$ cat src/rtl/alu_4bit_struct_if.sv
// Operand/result bundle for the 4-bit structural ALU slice.
// The master drives operands and opcode. The slave returns the registered result.
interface alu_4bit_struct_if;
  logic [3:0] A;
  logic [3:0] B;
  logic       Cin;
  logic [1:0] S;
  logic [3:0] F;
  logic       Cout;

  modport master (output A, B, Cin, S, input F, Cout);
  modport slave  (input A, B, Cin, S, output F, Cout);
endinterface

$ cat src/rtl/alu_4bit_struct.sv
// Registered 4-bit ALU slice (AND/OR/XOR/ADD) built from gate primitives.
// It uses a ripple-carry adder, a gate-level 4:1 mux per bit and one 5-bit output register.

module alu_fa (
  input  logic a,
  input  logic b,
  input  logic c,
  output logic sum,
  output logic carry
);
  logic axb, ab, cx;

  xor g_x1 (axb, a, b);
  xor g_x2 (sum, axb, c);
  and g_a1 (ab, a, b);
  and g_a2 (cx, c, axb);
  or  g_o1 (carry, ab, cx);
endmodule

module alu_mux4 (
  input  logic [1:0] sel,
  input  logic       d0,
  input  logic       d1,
  input  logic       d2,
  input  logic       d3,
  output logic       y
);
  logic n0, n1, t0, t1, t2, t3;

  not g_n0 (n0, sel[0]);
  not g_n1 (n1, sel[1]);
  and g_t0 (t0, n1, n0, d0);
  and g_t1 (t1, n1, sel[0], d1);
  and g_t2 (t2, sel[1], n0, d2);
  and g_t3 (t3, sel[1], sel[0], d3);
  or  g_y  (y, t0, t1, t2, t3);
endmodule

module alu_4bit_struct (
  input  logic               clk,
  input  logic               rst_n,
  alu_4bit_struct_if.slave   bus
);
  logic [4:0] carry;
  logic [3:0] sum_bits;
  logic [3:0] and_bits;
  logic [3:0] or_bits;
  logic [3:0] xor_bits;
  logic [3:0] f_comb;
  logic       cout_comb;
  logic [4:0] result_q;

  assign carry[0] = bus.Cin;

  for (genvar i = 0; i < 4; i++) begin : g_bit
    alu_fa u_fa (
      .a     (bus.A[i]),
      .b     (bus.B[i]),
      .c     (carry[i]),
      .sum   (sum_bits[i]),
      .carry (carry[i+1])
    );

    and g_and (and_bits[i], bus.A[i], bus.B[i]);
    or  g_or  (or_bits[i],  bus.A[i], bus.B[i]);
    xor g_xor (xor_bits[i], bus.A[i], bus.B[i]);

    alu_mux4 u_mux (
      .sel (bus.S),
      .d0  (and_bits[i]),
      .d1  (or_bits[i]),
      .d2  (xor_bits[i]),
      .d3  (sum_bits[i]),
      .y   (f_comb[i])
    );
  end

  // The carry-out is only meaningful for ADD (S=11), so it is forced to 0 for the logic ops.
  and g_cout (cout_comb, bus.S[1], bus.S[0], carry[4]);

  // NOTE: reset is sampled on the clock edge (synchronous). Nonblocking assignment keeps every register update on the same edge.
  always_ff @(posedge clk) begin
    if (!rst_n) result_q <= '0;
    else        result_q <= {cout_comb, f_comb};
  end

  assign bus.F    = result_q[3:0];
  assign bus.Cout = result_q[4];
endmodule

$ cat src/flat_wrapper.sv
// flat-port wrapper written by rule: the top's interface ports become plain ports
module alu_4bit_struct_flat 
  (clk, rst_n, bus_A, bus_B, bus_Cin, bus_S, bus_F, bus_Cout);
  alu_4bit_struct_if bus_i ();
  input  logic clk;
  input  logic rst_n;
  input wire logic [$bits(bus_i.A)-1:0] bus_A;
  input wire logic [$bits(bus_i.B)-1:0] bus_B;
  input wire logic [$bits(bus_i.Cin)-1:0] bus_Cin;
  input wire logic [$bits(bus_i.S)-1:0] bus_S;
  output wire logic [$bits(bus_i.F)-1:0] bus_F;
  output wire logic [$bits(bus_i.Cout)-1:0] bus_Cout;
  assign bus_i.A = bus_A;
  assign bus_i.B = bus_B;
  assign bus_i.Cin = bus_Cin;
  assign bus_i.S = bus_S;
  assign bus_F = bus_i.F;
  assign bus_Cout = bus_i.Cout;
  alu_4bit_struct u_core (.clk(clk), .rst_n(rst_n), .bus(bus_i));
endmodule
$ cat config.mk
export PLATFORM = sky130hd
export DESIGN_NAME = alu_4bit_struct_flat
export DESIGN_NICKNAME = d
export VERILOG_FILES = /design/src/rtl/alu_4bit_struct_if.sv /design/src/rtl/alu_4bit_struct.sv /design/src/flat_wrapper.sv
export SDC_FILE = /design/constraint.sdc
export NUM_CORES = 1
export LEC_CHECK = 0
export BUFFER_PORTS_ARGS = -buffer_cell sky130_fd_sc_hd__buf_2
export CELL_PAD_IN_SITES_DETAIL_PLACEMENT = 1
export CELL_PAD_IN_SITES_GLOBAL_PLACEMENT = 2
export CORE_MARGIN = 2
export CORE_UTILIZATION = 32
export CTS_BUF_LIST = sky130_fd_sc_hd__clkbuf_8
export CTS_CLUSTER_SIZE = 28
export DETAILED_ROUTE_END_ITERATION = 10
export PLACE_DENSITY_LB_ADDON = 0.1
export SYNTH_ARGS = -nofsm -noshare
export SYNTH_HDL_FRONTEND = slang
export SYNTH_SLANG_ARGS = --single-unit
$ cat constraint.sdc
create_clock -name clk -period 4 [get_ports clk]
set_input_delay 0.8 -clock clk [delete_from_list [all_inputs] [get_ports clk]]
set_output_delay 0.8 -clock clk [all_outputs]
set_load 0.02 [all_outputs]
* Word-level counts from Yosys, hierarchy flattened
Cells that the tools add are included.
Cells by class: reduce and logical (&&, ||, !) cells 21, bitwise operators 26
Operators with widths (number):
- 3-bit AND reduction | 17
- 4-bit OR reduction | 4
- 1-bit bitwise AND | 8
- 1-bit bitwise OR | 8
- 1-bit XOR | 8
- 1-bit inverter | 2
Word-level totals: input bits 13, bits in registers 5, output and inout bits 5, logic and storage cells 48

* Logic depth before layout (Yosys ltp)
Gate-level depths: netlist of the first run.
depth after elaboration 10, mapped depth 7, gate-level depth less buffers 7

* Cells and area by module
From an unflattened synthesis of the first run, not the netlist that was laid out.
Second synthesis, totals: cells, all modules 38, area total of the unflattened synthesis 454.2 um^2
By module, submodules not included:
- alu_4bit_struct | cells each 30, sequential area each 100.1 um^2, area each 284.0 um^2, instances 1
- alu_mux4 | cells each 1, sequential area each 0.0 um^2, area each 22.5 um^2, instances 4
- alu_fa | cells each 1, sequential area each 0.0 um^2, area each 20.0 um^2, instances 4

* Least setup slack after synthesis of the first run
Ideal clock, no wire load.
path kind input-to-reg, start point input bus_Cin, end point register u_core.result_q[3], stages on the path 7, buffers on the path 0, data required time 3925 ps, setup time 75 ps, arrival 2509 ps, setup slack 1416 ps, cell sequence fa_1 inv_1 fa_1 fa_1 fa_1 mux2_4 o22ai_1
Between the ends: longest elaborated chain between the ends 9
RTL lines:
- start: declaration | line flat_wrapper.sv:9 | input wire logic [$bits(bus_i.Cin)-1:0] bus_Cin;
- 1-bit bitwise AND | line alu_4bit_struct.sv:16 | and g_a2 (cx, c, axb);
- 1-bit bitwise OR | line alu_4bit_struct.sv:17 | or g_o1 (carry, ab, cx);
- 1-bit bitwise AND | line alu_4bit_struct.sv:16
- 1-bit bitwise OR | line alu_4bit_struct.sv:17
- 1-bit bitwise AND | line alu_4bit_struct.sv:16
- 1-bit bitwise OR | line alu_4bit_struct.sv:17
- 1-bit XOR | line alu_4bit_struct.sv:14 | xor g_x2 (sum, axb, c);
- 3-bit AND reduction | line alu_4bit_struct.sv:35 | and g_t3 (t3, sel[1], sel[0], d3);
- 4-bit OR reduction | line alu_4bit_struct.sv:36 | or g_y (y, t0, t1, t2, t3);
- end signal: assignment | line alu_4bit_struct.sv:84 | else result_q <= {cout_comb, f_comb};
- end: declaration | line alu_4bit_struct.sv:51 | logic [4:0] result_q;
Every way passes these cells. A chain may end at the register's enable or synchronous reset.

* Worst setup path in the final report of the first run
start point input bus_B[0], end point register u_core.result_q[3]
Between the ends: longest elaborated chain between the ends 10, elaborated cells between the ends (all ways) 11, classes of those cells 9 x bitwise; 2 x reduce/logical
RTL lines:
- start: declaration | line flat_wrapper.sv:8 | input wire logic [$bits(bus_i.B)-1:0] bus_B;
- 1-bit XOR | line alu_4bit_struct.sv:13 | xor g_x1 (axb, a, b);
- 1-bit bitwise AND | line alu_4bit_struct.sv:16
- 1-bit bitwise OR (*) | line alu_4bit_struct.sv:17
- 1-bit bitwise AND (*) | line alu_4bit_struct.sv:16
- 1-bit bitwise OR (*) | line alu_4bit_struct.sv:17
- 1-bit bitwise AND (*) | line alu_4bit_struct.sv:16
- 1-bit bitwise OR (*) | line alu_4bit_struct.sv:17
- 1-bit XOR (*) | line alu_4bit_struct.sv:14
- 3-bit AND reduction (*) | line alu_4bit_struct.sv:35
- 4-bit OR reduction (*) | line alu_4bit_struct.sv:36
Mark *: on every way between the ends. The rest lies on a longest branch, timed or not.

==> results of run 1 <==
final cells by class:
cell class / instances / area, sq um
Inverter: 9 / 33.78
Multi-Input combinational cell: 28 / 334.1
Timing Repair Buffer: 17 / 85.08
Clock inverter: 1 / 3.754
Fill cell: 161 / 733.2
Tap cell: 15 / 18.77
Sequential cell: 5 / 100.1
Clock buffer: 3 / 41.29
cells by family (layout without fill, tap and decap cells):
logic type | after synthesis | after routing | share of synthesized area (%)
muxes | 7 | 7 | 17.75
adders and majority gates | 12 | 12 | 37.60
AOI/OAI and AO/OA | 4 | 4 | 7.312
DFF | 5 | 5 | 20.89
and+or+nand+nor | 5 | 5 | 7.051
buffers and inverters | 10 | 30 | 9.399
layer usage:
| layer | GRT usage (%) | vias to the layer above | routed length [um] |
|---|---|---|---|
| met5 | 0 | - | 0 |
| met4 | 3.750 | 0 | 8 |
| met3 | 5.106 | 2 | 66 |
| met2 | 16.97 | 13 | 329 |
| met1 | 13.58 | 157 | 427 |
| li1 | - | 182 | - |
cells in the mapped netlist (all sizes together):
cell    instances  share of area [%]
nand2b          1                1.3
nor2b           1                1.3
o22ai           3                3.9
and4b           1                2.1
and2b           1                1.6
fa              4                 17
inv             9                7.0
mux2i           4                8.4
mux2            3                9.4
buf             1                2.3
ha              8                 21
dfxtp           5                 21
nand2           1               0.78
o32ai           1                3.4
cells in the final DEF (no fill, tap or decap), drive strengths merged, types with 3 or more instances in the layout:
cell and instances:
mux2i 4, fa 4, o22ai 3, dfxtp 5, clkbuf 3, inv 10
mux2 3, ha 8, buf 17
worst min-delay path by stage:
stage / startpoint / slack [ns] / endpoint / cells after the start
6_report: rst_n / 0.89 / u_core.result_q[4]$_SDFF_PN0_ / 2
5_1_grt: rst_n / 0.92 / u_core.result_q[4]$_SDFF_PN0_ / 2
4_1_cts: rst_n / 0.89 / u_core.result_q[4]$_SDFF_PN0_ / 2
3_5_place_dp: rst_n / 1.11 / u_core.result_q[4]$_SDFF_PN0_ / 2
3_3_place_gp: rst_n / 1.10 / u_core.result_q[4]$_SDFF_PN0_ / 2
2_1_floorplan: rst_n / 0.98 / u_core.result_q[4]$_SDFF_PN0_ / 1
metrics by stage:
stage	setup WS [ns]	std cells	total power [mW]	hold slack [ns]	util [%]
floorplan	1.416	43	0.09341	0.9846	-
global placement	1.207	74	0.1096	1.105	42.35
detailed placement	1.186	74	0.1109	1.106	42.35
CTS	1.413	78	0.2025	0.8927	45.69
global route	1.342	78	0.2126	0.9161	45.69
finish	1.437	78	0.1989	0.8883	45.69
power breakdown:
| group | internal [mW] | leakage, nW | switching [mW] | total, mW |
|---|---|---|---|---|
| Sequential | 0.0546 | 0.0414 | 0.00102 | 0.0557 |
| Clock | 0.0657 | 0.0269 | 0.0241 | 0.0898 |
| Combinational | 0.0265 | 0.286 | 0.0269 | 0.0534 |
| Total | 0.147 | 0.354 | 0.0520 | 0.199 |
worst max-delay path: cells and delay by family:
kind,cells,cell delay [ns]
compound gates,1,0.11
fa+ha+maj,4,1.39
buf+inv,2,0.16
mux,1,0.26
==> metrics.csv, run 1 <==
metric;value;unit
root_buffer;clkbuf_8;
cts_tree;yes;
drv_slew;0;
final_area;616.8;sq um
clkSinkCount;5;
powerDensity;322.4;nW/um^2
routed_wl;831;um
postCtsHoldBufs;0;
worstPathArrival;2.71;ns
seq_area_frac_synth;20.89;%
grt_pass1_wl;1476;um
h-tree-depth;1;
syn_inst;43;
diodes;0;
synth_fp_nets;68;
crit_path_frequent_cell;fa_1;
start_util;35.50;%
crit_start;bus_B[0];
setup_viol;0;
area_growth;28.72;%
final_layout_size_suffix_gt1_share;38.10;%
worst_pin_slew;0.2572;ns
place.gp.congestion;0.6580;
die_w;42.70;um
grt_antenna_before_repair;0;
grt-ovfl-total;0;
worst_ir_drop_vdd;113.9;uV
synthDistinctLibCells;14;
path_cells;buf_2 > fa_1 > inv_1 > fa_1 > fa_1 > fa_1 > mux2_4 > o22ai_1;
grt_max_degree;11;
start_kind;input pin;
status;complete, no violations;
coreArea;1350;sq um
port_buffers;17;
grt_usage;11.07;%
hold_class;in -> reg;
maxCapViolCount;0;
vias_per_cell;4.538;
ys_ff_latch;5;
placementRows;13;
synth_warnings;0;
top_level_ports;18;
numCtsBuffers;3;
ctsResizeCount;0;
p_leak;0.3540;nW
grt_pass1_vias;347;
finalSetupTns;0;ns
crit_slowest_cell;fa_1;
drc;0;
slew_headroom;82.86;%
top_regs;u_core.result_q (5);
post_cts_buffers;0;
worstPathMaxFanout;3;
clk_pin_slew;0.04;ns
dr.pass1.iters;3;
netlist_area;479.2;sq um
num_vias;354;
hold_viol_final;0;
crit_type;in -> reg;
final_antenna_net_count;0;
timing.final.crit_share;64.08;%
wl_per_cell;10.65;um
crit_path_end_kind;flip-flop;
largest_reg_flops;5;
final_nets;89;
dp_hpwl;699.9;um
slowest_delay;0.44;ns
cts_max_path_buffers;2;
crit_required;4.15;ns
avgSynthCellArea;11.14;sq um
dieArea;1823;sq um
max_freq;0.3901;GHz
drtIter0Drc;2;
placed_cell_area;571.8;sq um
fin_crit;2.563;ns
crit_end;u_core.result_q[3]$_SDFF_PN0_;
die_h;42.70;um
grt_setup_unrepaired;no;
top_register;u_core.result_q;
No activity file was read; power rests on OpenSTA's default activity.
==> inputs of run 2 (changes only) <==
--- a/config.mk
+++ b/config.mk
@@ -9,7 +9,7 @@
 export CELL_PAD_IN_SITES_DETAIL_PLACEMENT = 1
 export CELL_PAD_IN_SITES_GLOBAL_PLACEMENT = 2
 export CORE_MARGIN = 2
-export CORE_UTILIZATION = 32
+export CORE_UTILIZATION = 27
 export CTS_BUF_LIST = sky130_fd_sc_hd__clkbuf_8
 export CTS_CLUSTER_SIZE = 28
 export DETAILED_ROUTE_END_ITERATION = 10
==> constraint.sdc (replaced) <==
create_clock -name clk -period 2.2 [get_ports clk]
set_input_delay 0.44 -clock clk [delete_from_list [all_inputs] [get_ports clk]]
set_output_delay 0.44 -clock clk [all_outputs]
set_load 0.02 [all_outputs]
==> run 2 against run 1 <==
- cell count increased by 7.7%
- critical path type unchanged
- highest routed layer is now met3
- clock power increased by 79%
- largest power group unchanged
- die area increased by 17%
==> metrics.csv, run 2 (same netlist as run 1, synthesis figures left out) <==
metric;value;unit;change
met2_usage;15.28;%;-1.7 points
busiest_layer;met2;;
layout.cells.non_filler;84;;+7.7%
area_growth;36.55;%;
met3_usage;2.353;%;-2.8 points
dp_hpwl;764.7;um;+9.3%
final_layout_size_suffix_gt1_share;44.78;%;+6.7 points
seqPwrFrac;27.6;%;-0.4 points
die_h;46.13;um;+8.0%
multi_input_area;339.1;sq um;+1.5%
final_area;654.4;sq um;+6.1%
slew_headroom;83.15;%;+0.30 points
path_depth;8;;unchanged
clockPowerShare;44.1;%;-1.1 points
holdPathStages;2;;unchanged
worstPathMaxFanout;2;;-1
timing.final.crit_share;95.22;%;
final_nets;93;;+4.5%
maxCapViolCount;0;;unchanged
setup_viol;0;;unchanged
vias_per_cell;4.357;;-4.0%
crit_buf_inv;2;;unchanged
clk_pin_slew;0.03;ns;about the same
intPower;271.6;uW;+85%
cts_max_path_buffers;2;;unchanged
place.gp.congestion;0.6545;;-0.53%
p_leak;0.3715;nW;+5.0%
max_freq;0.4774;GHz;
port_buffers;17;;unchanged
grt_pass1_wl;1400;um;-5.1%
fin_util;38.74;%;-6.9 points
holdWs;0.5260;ns;-0.3623 ns
die_w;46.13;um;+8.0%
fin_crit;2.095;ns;
final_cell_mix;17 x buf_2, 10 x inv_1, 8 x ha_1;;
routed_wl;855;um;+2.9%
crit_path_end_kind;flip-flop;;
grt_pass1_vias;356;;+2.6%
h-tree-depth;1;;unchanged
status;complete, no violations;;
coreArea;1689;sq um;+25%
numCtsBuffers;3;;unchanged
drc;0;;unchanged
grt_usage;9.566;%;-1.5 points
crit_slowest_cell;fa_1;;
use_met1;10.98;%;-2.6 points
dr.pass1.iters;4;;+1
post_cts_buffers;0;;unchanged
grt-ovfl-total;0;;unchanged
slowest_delay;0.43;ns;about the same
root_buffer;clkbuf_8;;
hold_class;in -> reg;;
grt_setup_unrepaired;no;;
worst_ir_drop_vdd;187.8;uV;+65%
clkSinkCount;5;;unchanged
worst_pin_slew;0.2527;ns;-0.004457 ns
path_delay_family;adder cells;;
hold_viol_final;0;;unchanged
power_switching;93.89;uW;+80%
num_vias;366;;+3.4%
p_sw_share;25.69;%;-0.48 points
start_util;28.37;%;-7.1 points
combPwrFrac;28.4;%;+1.6 points
largest_reg_flops;5;;unchanged
dp_cells;80;;+8.1%
crit_type;in -> reg;;
final_antenna_net_count;0;;unchanged
finalSetupTns;0;ns;unchanged
top_level_ports;18;;unchanged
top_regs;u_core.result_q (5);;
powerDensity;558.6;nW/um^2;+73%
placementRows;15;;+2
placed_cell_area;606.8;sq um;+6.1%
grt_antenna_before_repair;0;;unchanged
top_register;u_core.result_q;;
fillCellCount;204;;+27%
wl_per_cell;10.18;um;-4.5%
diodes;0;;unchanged
worstPathArrival;2.24;ns;-0.47 ns
drtIter0Drc;2;;unchanged
dieArea;2128;sq um;+17%
drv_slew;0;;unchanged
grt_max_degree;11;;unchanged
start_kind;input pin;;
path_cells;buf_2 > fa_1 > inv_1 > fa_2 > fa_2 > fa_1 > mux2_4 > o22ai_1;;
mostFrequentLayoutCell;buf_2;;
cts_tree;yes;;
seq_area;100.1;sq um;unchanged
crit_required;2.34;ns;-1.81 ns
## run 2: changes by cell type in the layout (fill, tap and decap cells not counted), sizes merged
cell  before  now
buf       17   21
## run 2: final timing paths
check	from	endpoint	slack (ns)
max	bus_B[0]	u_core.result_q[3]$_SDFF_PN0_	0.11
min	bus_S[0]	u_core.result_q[4]$_SDFF_PN0_	0.53
## run 2: routing by layer
| metal | vias up | part of all wire (%) | wire length (um) |
|---|---|---|---|
| li1 | 188 | - | - |
| met1 | 168 | 47 | 406 |
| met2 | 10 | 48 | 407 |
| met3 | 0 | 4.8 | 41 |
| met4 | 0 | 0 | 0 |
| met5 | - | 0 | 0 |
## run 2: final cells by class
class	count	area share, %
multi-input combinational	28	51.82
timing repair buffer	21	17.59
sequential	5	15.30
clock buffer	3	6.310
inverter	9	5.163
tap	17	3.250
clock inverter	1	0.5736
## run 2: metrics by stage
stage / power [mW] / setup WS [ns]
finish: 0.3655 / 0.1052
detailed placement: 0.2089 / -0.2106
global placement: 0.2058 / -0.1994
CTS: 0.3753 / 0.03097
global route: 0.3913 / 0.02794
floorplan: 0.1704 / 0.01268
## run 2: power by group through the flow
| stage | Sequential, mW | Clock, mW | Combinational (mW) |
|---|---|---|---|
| finish | 0.101 | 0.161 | 0.104 |
| global route | 0.101 | 0.172 | 0.118 |
| CTS | 0.101 | 0.168 | 0.107 |
| detailed placement | 0.102 | 0 | 0.107 |
| global placement | 0.102 | 0 | 0.104 |
| floorplan | 0.113 | 0 | 0.0572 |
## run 2: timing repair
action / 4_1_cts / 5_1_grt
gates resized for setup: 0 / 1
setup endpoints to repair: 0 / 1
hold buffers: 0 / 0
==> inputs of run 3 (changes only) <==
--- a/config.mk
+++ b/config.mk
@@ -13,7 +13,7 @@
 export CTS_BUF_LIST = sky130_fd_sc_hd__clkbuf_8
 export CTS_CLUSTER_SIZE = 28
 export DETAILED_ROUTE_END_ITERATION = 10
-export PLACE_DENSITY_LB_ADDON = 0.1
+export PLACE_DENSITY = 0.88
 export SYNTH_ARGS = -nofsm -noshare
 export SYNTH_HDL_FRONTEND = slang
 export SYNTH_SLANG_ARGS = --single-unit
==> run 3 against run 2 <==
- hold slack worse by 0.0044 ns
- combinational power hardly changed
- sequential cell count stayed put
- power is 1.8% higher
- routed wire length is 5.8% higher
- critical path depth stayed put
- worst setup slack better by 0.017 ns
- global-route usage is 0.72 points higher
- via count is 5.2% higher
- die area stayed put
- clock-buffer cell count stayed put
- non-clock buffer count is 1 higher
- largest cell class unchanged
==> metrics.csv, run 3 (same netlist as run 1, synthesis figures left out) <==
metric;value;unit;change
powerDensity;556.8;nW/um^2;-0.31%
top_register;u_core.result_q;;
slowest_delay;0.43;ns;about the same
grt_usage;10.28;%;+0.72 points
die_h;46.13;um;unchanged
grt_max_degree;11;;unchanged
crit_buf_inv;2;;unchanged
dp_hpwl;784.6;um;+2.6%
slew_headroom;83.33;%;+0.18 points
place.gp.congestion;0.6466;;-1.2%
vias_per_cell;4.529;;+4.0%
path_cells;buf_2 > fa_1 > inv_1 > fa_2 > fa_2 > fa_1 > mux2_4 > o22ai_2;;
num_vias;385;;+5.2%
mostFrequentLayoutCell;buf_2;;
clkSinkCount;5;;unchanged
final_layout_size_suffix_gt1_share;47.06;%;+2.3 points
final_nets;94;;+1.1%
holdWs;0.5217;ns;-0.004361 ns
dr.pass1.iters;1;;-3
start_kind;input pin;;
setup_viol;0;;unchanged
coreArea;1689;sq um;unchanged
numCtsBuffers;3;;unchanged
finalSetupTns;0;ns;unchanged
busiest_layer;met2;;
hold_viol_final;0;;unchanged
top_level_ports;18;;unchanged
maxCapViolCount;0;;unchanged
crit_path_end_kind;flip-flop;;
crit_type;in -> reg;;
p_leak;0.3784;nW;+1.8%
grt_pass1_wl;1511;um;+7.9%
diodes;0;;unchanged
grt_setup_unrepaired;no;;
grt-ovfl-total;0;;unchanged
routed_wl;905;um;+5.8%
hold_class;in -> reg;;
largest_reg_flops;5;;unchanged
dieArea;2128;sq um;unchanged
h-tree-depth;1;;unchanged
worst_pin_slew;0.2501;ns;-0.002656 ns
drtIter0Drc;0;;-2
worst_ir_drop_vdd;210.9;uV;+12%
area_growth;39.43;%;
met2_usage;16.39;%;+1.1 points
die_w;46.13;um;unchanged
use_met1;12.86;%;+1.9 points
timing.final.crit_share;94.46;%;-0.76 points
worstPathArrival;2.23;ns;about the same
drv_slew;0;;unchanged
crit_required;2.35;ns;about the same
met3_usage;2.353;%;unchanged
path_delay_family;adder cells;;
power;372.0;uW;+1.8%
wl_per_cell;10.65;um;+4.6%
fin_util;39.56;%;+0.81 points
fin_crit;2.078;ns;-0.01666 ns
worstPathMaxFanout;2;;unchanged
root_buffer;clkbuf_8;;
max_freq;0.4812;GHz;+0.80%
drc;0;;unchanged
crit_slowest_cell;fa_1;;
grt_pass1_vias;356;;unchanged
final_cell_mix;17 x buf_2, 10 x inv_1, 8 x ha_1;;
start_util;28.37;%;unchanged
status;complete, no violations;;
top_regs;u_core.result_q (5);;
port_buffers;17;;unchanged
grt_antenna_before_repair;0;;unchanged
final_antenna_net_count;0;;unchanged
cts_max_path_buffers;2;;unchanged
cts_tree;yes;;
placementRows;15;;unchanged
post_cts_buffers;0;;unchanged
clk_pin_slew;0.04;ns;about the same
-- run 3: final timing paths --
path	from	end	cells past startpoint
max	bus_B[0]	u_core.result_q[3]$_SDFF_PN0_	8
min	bus_S[0]	u_core.result_q[4]$_SDFF_PN0_	2
-- run 3: final cells by class --
cell class | instances | area, sq um
clock buffer | 3 | 41.29
clock inverter | 1 | 3.754
fill | 187 | 1021
inverter | 9 | 33.78
multi-input combinational | 28 | 345.3
sequential | 5 | 100.1
tap | 17 | 21.27
timing repair buffer | 22 | 122.6
-- run 3: repair_timing --
action	4_1_cts	5_1_grt
hold buffers	0	0
hold endpoints to repair	0	0
gates resized for setup	0	2
setup endpoints to repair	0	1
-- run 3: where the power goes --
group | internal, mW | switching, mW
clock | 0.120 | 0.0447
combinational | 0.0547 | 0.0518
sequential | 0.0994 | 0.00191
total | 0.274 | 0.0984
-- run 3: per-stage QoR --
stage          setup slack [ns]  instances  cell area (sq um)
2_1_floorplan           0.01268         43              481.7
3_3_place_gp            -0.1531         81              614.3
3_5_place_dp            -0.1967         81              614.3
4_1_cts                 0.04126         85              659.4
5_1_grt                 0.04355         85              668.1
6_report                 0.1219         85              668.1
-- run 3: metal layers --
layer / wire, um / vias up
li1: - / 190
met1: 366 / 185
met2: 491 / 10
met3: 47 / 0
met4: 0 / 0
met5: 0 / -
